==> src/rtl/pcie_us_msix_gen_pkg.sv <==
// Shared definitions for the UltraScale MSI-X interrupt generator:
// FSM state encoding and the per-vector table dword offsets.
package pcie_us_msix_gen_pkg;

  typedef enum logic [1:0] {
    ST_IDLE = 2'd0,
    ST_RD   = 2'd1,
    ST_REQ  = 2'd2,
    ST_WAIT = 2'd3
  } msix_state_t;

  // Each vector occupies four dwords in the table, selected by the low
  // two bits of the table write address.
  localparam logic [1:0] DW_ADDR_LO = 2'd0;
  localparam logic [1:0] DW_ADDR_HI = 2'd1;
  localparam logic [1:0] DW_DATA    = 2'd2;
  localparam logic [1:0] DW_VCTRL   = 2'd3;

endpackage

==> src/rtl/pcie_us_msix_rr_arb.sv <==
// Round-robin priority encoder: picks the first requesting vector at or
// after last+1, wrapping modulo NUM_VECTORS (NUM_VECTORS is a power of two,
// so the wrap is plain VEC_W-bit overflow).
module pcie_us_msix_rr_arb
  import pcie_us_msix_gen_pkg::*;
#(
  parameter int NUM_VECTORS = 32,
  localparam int VEC_W = $clog2(NUM_VECTORS)
) (
  input  logic [NUM_VECTORS-1:0] req,
  input  logic [VEC_W-1:0]       last,
  output logic                   grant_valid,
  output logic [VEC_W-1:0]       grant_idx
);

  logic [VEC_W-1:0] cand;

  // Scan from the farthest offset down to last+1 so the nearest requester wins.
  always_comb begin
    grant_valid = 1'b0;
    grant_idx   = '0;
    cand        = '0;
    for (int i = NUM_VECTORS; i >= 1; i--) begin
      cand = last + VEC_W'(i);
      if (req[cand]) begin
        grant_valid = 1'b1;
        grant_idx   = cand;
      end
    end
  end

endmodule

==> src/rtl/pcie_us_msix_gen.sv <==
// MSI-X interrupt generator for the UltraScale PCIe cfg_interrupt_msix_*
// interface. Holds the MSI-X table and PBA, arbitrates pending vectors
// round-robin, and runs one request/response handshake at a time.
// Optional build macro PCIE_MSIX_TIMEOUT_EN: abandons a handshake that sees
// no sent/fail within TIMEOUT_CYCLES cycles of WAIT, treating it as a fail.
module pcie_us_msix_gen
  import pcie_us_msix_gen_pkg::*;
#(
  parameter int NUM_VECTORS    = 32,
  parameter int TIMEOUT_CYCLES = 1024,
  localparam int VEC_W = $clog2(NUM_VECTORS)
) (
  input  logic                   clk,
  input  logic                   rst_n,
  input  logic [VEC_W-1:0]       irq_index,
  input  logic                   irq_valid,
  output logic                   irq_ready,
  input  logic                   tbl_wr_en,
  input  logic [VEC_W+1:0]       tbl_wr_addr,
  input  logic [31:0]            tbl_wr_data,
  input  logic [3:0]             cfg_interrupt_msix_enable,
  input  logic [3:0]             cfg_interrupt_msix_mask,
  output logic [63:0]            cfg_interrupt_msix_address,
  output logic [31:0]            cfg_interrupt_msix_data,
  output logic                   cfg_interrupt_msix_int,
  input  logic                   cfg_interrupt_msix_sent,
  input  logic                   cfg_interrupt_msix_fail,
  output logic [NUM_VECTORS-1:0] pending,
  output logic                   busy
);

  if (NUM_VECTORS < 2 || NUM_VECTORS > 256 ||
      (NUM_VECTORS & (NUM_VECTORS - 1)) != 0) begin : g_bad_num_vectors
    $error("NUM_VECTORS must be a power of two in 2..256");
  end
  if (TIMEOUT_CYCLES < 1) begin : g_bad_timeout
    $error("TIMEOUT_CYCLES must be at least 1");
  end

  msix_state_t            state;
  logic [VEC_W-1:0]       cur_vec;
  logic [VEC_W-1:0]       last_vec;
  logic [NUM_VECTORS-1:0] pending_q;
  logic [NUM_VECTORS-1:0] vec_mask;
  logic [NUM_VECTORS-1:0] eligible;
  logic                   grant_valid;
  logic [VEC_W-1:0]       grant_idx;
  logic [VEC_W-1:0]       wr_vec;
  logic [1:0]             wr_dw;
  logic                   func_on;
  logic                   resp_done;
  logic                   clear_pend;
  logic                   cfg_unused_bits;

  // Address/data storage has no reset so it can map onto RAM.
  logic [31:0] addr_lo_mem [NUM_VECTORS];
  logic [31:0] addr_hi_mem [NUM_VECTORS];
  logic [31:0] data_mem    [NUM_VECTORS];

`ifdef PCIE_MSIX_TIMEOUT_EN
  localparam int CNT_W = $clog2(TIMEOUT_CYCLES + 1);
  logic [CNT_W-1:0] wait_cnt;
`endif

  assign wr_vec = tbl_wr_addr[VEC_W+1:2];
  assign wr_dw  = tbl_wr_addr[1:0];

  // Only PF0 exists here; the other function bits are deliberately ignored.
  assign func_on         = cfg_interrupt_msix_enable[0] & ~cfg_interrupt_msix_mask[0];
  assign cfg_unused_bits = ^{cfg_interrupt_msix_enable[3:1], cfg_interrupt_msix_mask[3:1]};

  assign eligible = pending_q & ~vec_mask & {NUM_VECTORS{func_on}};

  // A simultaneous sent and fail is treated as a fail, so the vector stays pending.
  assign resp_done  = cfg_interrupt_msix_sent | cfg_interrupt_msix_fail;
  assign clear_pend = (state == ST_WAIT) && cfg_interrupt_msix_sent && !cfg_interrupt_msix_fail;

  assign irq_ready = 1'b1;
  assign pending   = pending_q;
  assign busy      = (state != ST_IDLE);

  pcie_us_msix_rr_arb #(
    .NUM_VECTORS (NUM_VECTORS)
  ) u_arb (
    .req         (eligible),
    .last        (last_vec),
    .grant_valid (grant_valid),
    .grant_idx   (grant_idx)
  );

  // Table address/data dwords: plain synchronous writes, no reset.
  always_ff @(posedge clk) begin
    if (tbl_wr_en) begin
      case (wr_dw)
        DW_ADDR_LO: addr_lo_mem[wr_vec] <= tbl_wr_data;
        DW_ADDR_HI: addr_hi_mem[wr_vec] <= tbl_wr_data;
        DW_DATA:    data_mem[wr_vec]    <= tbl_wr_data;
        default:    ;
      endcase
    end
  end

  // Per-vector mask bit from vector control; vectors come out of reset masked.
  always_ff @(posedge clk or negedge rst_n) begin
    if (!rst_n) begin
      vec_mask <= '1;
    end else if (tbl_wr_en && wr_dw == DW_VCTRL) begin
      vec_mask[wr_vec] <= tbl_wr_data[0];
    end
  end

  // Pending bit array: a new request for a vector beats its own completion.
  always_ff @(posedge clk or negedge rst_n) begin
    if (!rst_n) begin
      pending_q <= '0;
    end else begin
      if (clear_pend) begin
        pending_q[cur_vec] <= 1'b0;
      end
      if (irq_valid) begin
        pending_q[irq_index] <= 1'b1;
      end
    end
  end

  // Handshake FSM: pick a vector, read its entry, pulse int, wait for a response.
  always_ff @(posedge clk or negedge rst_n) begin
    if (!rst_n) begin
      state                      <= ST_IDLE;
      cur_vec                    <= '0;
      last_vec                   <= '1;
      cfg_interrupt_msix_int     <= 1'b0;
      cfg_interrupt_msix_address <= '0;
      cfg_interrupt_msix_data    <= '0;
`ifdef PCIE_MSIX_TIMEOUT_EN
      wait_cnt                   <= '0;
`endif
    end else begin
      case (state)
        ST_IDLE: begin
          if (grant_valid) begin
            cur_vec <= grant_idx;
            state   <= ST_RD;
          end
        end
        ST_RD: begin
          cfg_interrupt_msix_address <= {addr_hi_mem[cur_vec], addr_lo_mem[cur_vec]};
          cfg_interrupt_msix_data    <= data_mem[cur_vec];
          cfg_interrupt_msix_int     <= 1'b1;
          state                      <= ST_REQ;
        end
        ST_REQ: begin
          cfg_interrupt_msix_int <= 1'b0;
          state                  <= ST_WAIT;
`ifdef PCIE_MSIX_TIMEOUT_EN
          wait_cnt               <= '0;
`endif
        end
        ST_WAIT: begin
          if (resp_done) begin
            last_vec <= cur_vec;
            state    <= ST_IDLE;
          end
`ifdef PCIE_MSIX_TIMEOUT_EN
          else if (wait_cnt == CNT_W'(TIMEOUT_CYCLES - 1)) begin
            last_vec <= cur_vec;
            state    <= ST_IDLE;
          end else begin
            wait_cnt <= wait_cnt + 1'b1;
          end
`endif
        end
        default: state <= ST_IDLE;
      endcase
    end
  end

endmodule

==> config.mk <==
export PLATFORM = sky130hd
export DESIGN_NAME = pcie_us_msix_gen
export DESIGN_NICKNAME = d
export VERILOG_FILES = /design/src/rtl/pcie_us_msix_gen_pkg.sv /design/src/rtl/pcie_us_msix_rr_arb.sv /design/src/rtl/pcie_us_msix_gen.sv
export SDC_FILE = /design/constraint.sdc
export NUM_CORES = 2
export LEC_CHECK = 0
export BUFFER_PORTS_ARGS = -buffer_cell sky130_fd_sc_hd__buf_4
export CAP_MARGIN = 5
export CORE_ASPECT_RATIO = 0.7
export CORE_UTILIZATION = 33
export DETAILED_ROUTE_END_ITERATION = 8
export GPL_TIMING_DRIVEN = 0
export PLACE_DENSITY = 0.56
export SYNTH_ARGS = -nofsm -noshare
export SYNTH_HDL_FRONTEND = slang
export SYNTH_SLANG_ARGS = --single-unit
export TNS_END_PERCENT = 10
==> constraint.sdc <==
create_clock -name clk -period 11.9 [get_ports clk]
set_input_delay 1.19 -clock clk [delete_from_list [all_inputs] [get_ports clk]]
set_output_delay 1.19 -clock clk [all_outputs]
set_load 0.03 [all_outputs]
Word level (Yosys, flattened, before mapping)
Memory sizes are Yosys's and may differ from the RTL's. A register that Yosys moved wholly into a read port is not among the register bits. Cells that the tools add are included.

Add/sub/neg operators: 31. Magnitude comparators: 38. Eq/ne operators: 8. Mux-type cells: 150. Bitwise logic cells: 9. Reduce and logical (&&, ||, !) cells: 17.

Operators by type and width (number): < comparator 5 x 6 -> 1 bit, second input constant (35); binary-select mux 1 bit (select 5 bit) (32); 2-to-1 mux 5 bit (32); bitwise AND 32 bit (3); adder 5 bit, second input constant (16); 2-to-1 mux 1 bit (76); 2-to-1 mux 32 bit (2); inverter 32 bit (2); adder 5 x 4 -> 5 bit, second input constant (8); bitwise mux 32 bit (1); bitwise OR 32 bit (1); adder 5 x 3 -> 5 bit, second input constant (4); demux 1 bit (select 5 bit) (3); >= comparator 5 x 1 -> 1 bit, second input constant (3); adder 5 x 2 -> 5 bit, second input constant (2); equality test 2 bit, second input constant (4); one-hot mux 2 bit (4 select lines) (1); logical AND 1 bit (6); AND reduction 2 bit (3); adder 5 x 1 -> 5 bit, second input constant (1); equality test 2 x 1 -> 1 bit, second input constant (2); logical NOT 1 bit (4); logical NOT 2 bit (2); 2-to-1 mux 2 bit (2); other kinds (6) (8).

Flip-flop bits (word level): 77. RAM bits: 3072. Input bits: 58. Output and inout port bits: 131. Logic and storage cells: 262. Memories kept: 3.

Memory list: addr_hi_mem (depth 32, width 32, rd ports 1, clocked after Yosys merged registers in 1, write ports 1, line pcie_us_msix_gen.sv:57) `logic [31:0] addr_hi_mem [NUM_VECTORS];`; addr_lo_mem (depth 32, width 32, rd ports 1, clocked after Yosys merged registers in 1, write ports 1, line pcie_us_msix_gen.sv:56) `logic [31:0] addr_lo_mem [NUM_VECTORS];`; data_mem (depth 32, width 32, rd ports 1, clocked after Yosys merged registers in 1, write ports 1, line pcie_us_msix_gen.sv:58) `logic [31:0] data_mem [NUM_VECTORS];`.

Logic depth before layout (Yosys ltp)
Depth after elaboration: 39. Depth in mapped cells: 18. Depth with buffers taken out: 13.

Hierarchy
Synthesis repeated with hierarchy kept, for this count alone.

Cell total of the unflattened synthesis: 7039. Area total of the unflattened synthesis: 129531.7 um2.

Modules (own cells, without submodules): pcie_us_msix_gen (instances 1, cells each 6360, area an instance 123908.8 um2, sequential area each 96623.9 um2); pcie_us_msix_rr_arb (instances 1, cells each 679, area an instance 5622.9 um2, sequential area each 0.0 um2).

Least setup slack after synthesis
OpenSTA, ideal clock, no wires.

Path kind: register to register. From: reg last_vec[1]. To: reg cur_vec[1]. Setup time: 0.120 ns. Arrival: 4.198 ns. Data required time: 11.780 ns. Path slack: 7.581 ns. Stages on the path, launching flop included: 19. Path buffers: 5. Clock period less this slack: 4.319 ns. Cell sequence: dfstp_2 > buf_2 > buf_2 > inv_2 > ha_1 > buf_2 > or4b_1 > buf_2 > o22a_1 > and4_1 > or4_4 > mux2i_4 > nand2b_1 > nor4_2 > a31oi_1 > buf_6 > and2_1 > o2111ai_1 > o211a_1.

Longest elaborated chain between the ends: 35. Elaborated cells on any way between the ends: 160. Those cells by class: 31 x add/sub; 128 x mux; 1 x reduce/logical.

Ends and longest elaborated chain: start, declared (line pcie_us_msix_gen.sv:42) `logic [VEC_W-1:0] last_vec;`; start signal, assigned (line pcie_us_msix_gen.sv:161) `last_vec <= cur_vec;`; adder 5 bit or binary-select mux 1 bit (select 5 bit) (tied branches) (line pcie_us_msix_rr_arb.sv:24, pcie_us_msix_rr_arb.sv:25); binary-select mux 1 bit (select 5 bit) or 2-to-1 mux 1 bit (tied branches) (line pcie_us_msix_rr_arb.sv:25) `if (req[cand]) begin`; 2-to-1 mux 1 bit (implied by the code) (line pcie_us_msix_rr_arb.sv:25); 2-to-1 mux 1 bit (31 in series) (line pcie_us_msix_rr_arb.sv:25); AND reduction 2 bit (no source line); end signal, assigned (line pcie_us_msix_gen.sv:142) `cur_vec <= grant_idx;`; end, declared (line pcie_us_msix_gen.sv:41) `logic [VEC_W-1:0] cur_vec;`.

Several ways; a longest one is shown, not always the timed one. The select of a mux whose other input is x is not followed. A chain may end at the register's enable or synchronous reset.

Worst setup path after layout
Ends and elaborated chain as after synthesis.

==> run summary <==
In this run, synthesis inferred 3,072 flip-flops with an integrated enable. For this run, the post-layout net count is 7,243. The run gives 74.9% as the sequential fraction of the synthesis area. STA classifies the critical path startpoint as a flip-flop.

Type of the tightest min-delay check: input port to async pin. After layout, the worst setup slack is 4540 ps. Derived from the worst setup path, the maximum achievable clock frequency is 136 MHz. The run gives 33.3% as the initial core utilization.

The number of remaining DRC errors was 18. The synthesized design contains 3,245 register bits. Share of post-route cells with drive strength above 1: 27.9%. The die is 749 µm wide. Data on the critical path arrives at its endpoint at 8110 ps. For the count of hold buffers inserted by post-cts repair, the log shows 0. For the pin with the worst max-slew slack, the measured transition is 1560 ps.

The CTS clock-pin slew for the worst setup and hold paths is 60 ps, and the post-synthesis instance area is 0.129 mm². Worst max-slew margin expressed relative to the limit: -4.01%. Across the routed clock network, the largest skew measured is 68.0 ps. The critical path in this run is classified as flip-flop to flip-flop. The floorplan has 191 rows. Height of the die: 525 µm. The detailed-routing iteration count for the pre-antenna-repair pass was 9; the mean routed wirelength per cell was 38.5 µm.

The number of global-route vias before repair came out at 70,900. In this run the static leakage power is 48.3 nW. The number of resized instances in the post-cts repair step is 0. The via count was 74,400; the initial antenna violation count was 47.

The clock latency reported for the late side of the worst-skew pair is 950 ps. The root buffer cell chosen for the clock tree is sky130_fd_sc_hd__clkbuf_16. The final reports fail on design-rule violations, max-slew violations.

The core area is 0.388 mm². The worst path uses 61.8% of the clock period. The HPWL reported at the end of detailed placement was 340,000 µm. Dividing total power by cell area gives a power density of 261 mW/mm². The synthesis-to-finish area growth works out to 18.7%. In this run the biggest area consumer among cell types represents 71.5% of the synthesized area. After synthesis, the share of flip-flops with an asynchronous set or reset is 5.33%. OpenSTA, run right after detailed placement, puts the worst setup slack at 5010 ps. The tools report the largest net degree at the start of global routing as 102. The flip-flop cell with the highest count after synthesis is sky130_fd_sc_hd__edfxtp_1. Synthesis produced a netlist whose cell count is 6,427. The tool flagged a number of max-cap violations equal to 0. The congestion estimate from routability-driven global placement came to 0.942.

For the worst setup path, the data required time is 12,650 ps. The flow ran to the end, but the final reports show violations. The logs give 189 for the total I/O pin count and 0 ps for the summed negative setup slack over all endpoints. TritonCTS built the clock tree. Overall power consumption after layout is estimated at 39.9 mW.

The count of nets left with antenna violations once routing finished came out at 0. The clock passes through at most 4 buffers. The count of H-tree levels built during CTS is 5, and the die area is 0.393 mm².

The tools report the number of distinct library cells after synthesis as 96. Biggest area consumer among synthesized cells: sky130_fd_sc_hd__edfxtp_1. In the global route stage, overall resource usage came out at 24.2%. Clock tree synthesis found a total of 3,245 sinks. IR analysis of the VDD net gives a maximum drop of 0.165 mV. The detailed router finished its first iteration with 13,000 violations. STA classifies the critical path endpoint as a flip-flop.

The number of pins exceeding their max-slew limit in the final report is 233, and the final wirelength is 487,000 µm. The mean number of vias per cell is 5.88, and the final count of hold timing violations is 0. Subtracting the final worst setup slack from the clock period gives 7360 ps. Global routing finished with a remaining overflow of 0. The post-CTS setup buffer count is 0, and the global-route wire length before repair is 642,000 µm.

Setup repair after global routing left no endpoint under its margin. Mean instance size in the synthesized netlist: 20.1 µm². The number of clock buffers added by TritonCTS is 337. In this run the worst path has a maximum fanout of 11.

In the post-synthesis netlist, the biggest area contributors are sky130_fd_sc_hd__edfxtp_1, sky130_fd_sc_hd__mux4_2, sky130_fd_sc_hd__dfrtp_1. The commonest cells after synthesis are sky130_fd_sc_hd__edfxtp_1, sky130_fd_sc_hd__mux4_2, sky130_fd_sc_hd__nor2_1. The placed cell count was 12,000; the net count after synthesis was 6,501.

For this run, the number of Yosys warnings is 0. sky130_fd_sc_hd__edfxtp_1 is the most common cell in the netlist. The tools report the post-route non-filler standard cell count as 12,700. Setup violations remaining at the end of the flow were counted as 0.

The number of buffers inserted by port buffering was 181.
[metal layers]
metal | GRT usage [%] | part of all wire [%] | vias to the layer above | wire length (µm)
li1 | - | - | 28300 | -
met1 | 34.3 | 40 | 39900 | 195000
met2 | 33.3 | 41 | 5306 | 199000
met3 | 9.67 | 15 | 911 | 71800
met4 | 8.67 | 4.4 | 22 | 21400
met5 | 0 | 0.051 | - | 250
[area by class of cell]
class | count | area (µm²)
Fill cell | 34300 | 235000
Sequential cell | 3245 | 96600
Multi-Input combinational cell | 2765 | 31600
Clock buffer | 426 | 9030
Tap cell | 5211 | 6520
Timing Repair Buffer | 403 | 5590
Clock inverter | 185 | 2000
Buffer | 376 | 1510
Inverter | 41 | 154
Antenna cell | 15 | 37.5
[worst max-delay path, cell delays in order, from the launching register on]
cell and delay [ps]:
sky130_fd_sc_hd__dfstp_2 650, sky130_fd_sc_hd__buf_2 330, sky130_fd_sc_hd__buf_2 380, sky130_fd_sc_hd__inv_2 290, sky130_fd_sc_hd__ha_1 440, sky130_fd_sc_hd__buf_2 210, sky130_fd_sc_hd__nand4bb_1 630, sky130_fd_sc_hd__o32ai_1 950
sky130_fd_sc_hd__nor4_1 160, sky130_fd_sc_hd__nor4_2 910, sky130_fd_sc_hd__mux2i_1 530, sky130_fd_sc_hd__nand4_1 370, sky130_fd_sc_hd__nor4_2 110, sky130_fd_sc_hd__a31oi_1 280, sky130_fd_sc_hd__buf_6 200, sky130_fd_sc_hd__and2_1 200
sky130_fd_sc_hd__o2111ai_1 230, sky130_fd_sc_hd__o211a_1 280
[sequential cells by signal (all words and copies together), names as in the netlist, 5 cells and up]
name	count
addr_hi_mem	1024
addr_lo_mem	1024
cfg_interrupt_msix_address	64
cfg_interrupt_msix_data	32
cur_vec	5
data_mem	1024
last_vec	5
pending	32
vec_mask	32
[final timing paths]
check,from,endpoint,slack [ps],cells after the start
worst max-delay path,last_vec[1],cur_vec[1],4540,17
worst min-delay path,rst_n,cfg_interrupt_msix_address[24],260,2
worst max register to register,last_vec[1],cur_vec[1],4540,17
worst min register to register,cfg_interrupt_msix_data[0],cfg_interrupt_msix_data[0],540,2
max in group asynchronous,rst_n,pending[2],10670,3
min in group clk,cfg_interrupt_msix_data[0],cfg_interrupt_msix_data[0],540,2
[power by group]
group	switching (mW)	internal [mW]
Combinational	10.6	5.40
Clock	4.49	6.19
Sequential	0.378	12.8
[cell families (layout without fill, tap and decap cells)]
family / after synthesis / in the layout / synth area share [%]
flops: 3245 / 3245 / 74.9
mux: 1101 / 1101 / 16.3
simple gates: 869 / 869 / 3.34
compound gates: 741 / 741 / 3.76
buf+inv: 417 / 1431 / 1.27
xor+xnor: 37 / 37 / 0.257
fa+ha+maj: 16 / 16 / 0.155
other cells: 1 / 16 / 0.00291
[cells in the final DEF (no fill, tap or decap), types with 148 or more instances in the layout]
cell type                   count
sky130_fd_sc_hd__a22oi_1      153
sky130_fd_sc_hd__buf_12       148
sky130_fd_sc_hd__buf_4        202
sky130_fd_sc_hd__clkbuf_1     289
sky130_fd_sc_hd__clkbuf_16    344
sky130_fd_sc_hd__edfxtp_1    3072
sky130_fd_sc_hd__mux2_2       160
sky130_fd_sc_hd__mux2i_1      152
sky130_fd_sc_hd__mux4_2       781
sky130_fd_sc_hd__nand2_1      185
sky130_fd_sc_hd__nor2_1       263
[through the flow]
| step | hold slack [ps] | cell area [µm²] | utilization [%] |
|---|---|---|---|
| after floorplan | 528 | 129000 | - |
| after global placement | 523 | 137000 | 35.3 |
| after detailed placement | 517 | 142000 | 36.5 |
| after CTS | 258 | 153000 | 39.4 |
| after global routing | 289 | 153000 | 39.5 |
| final | 263 | 153000 | 39.5 |
No activity file was read; power rests on OpenSTA's default activity.
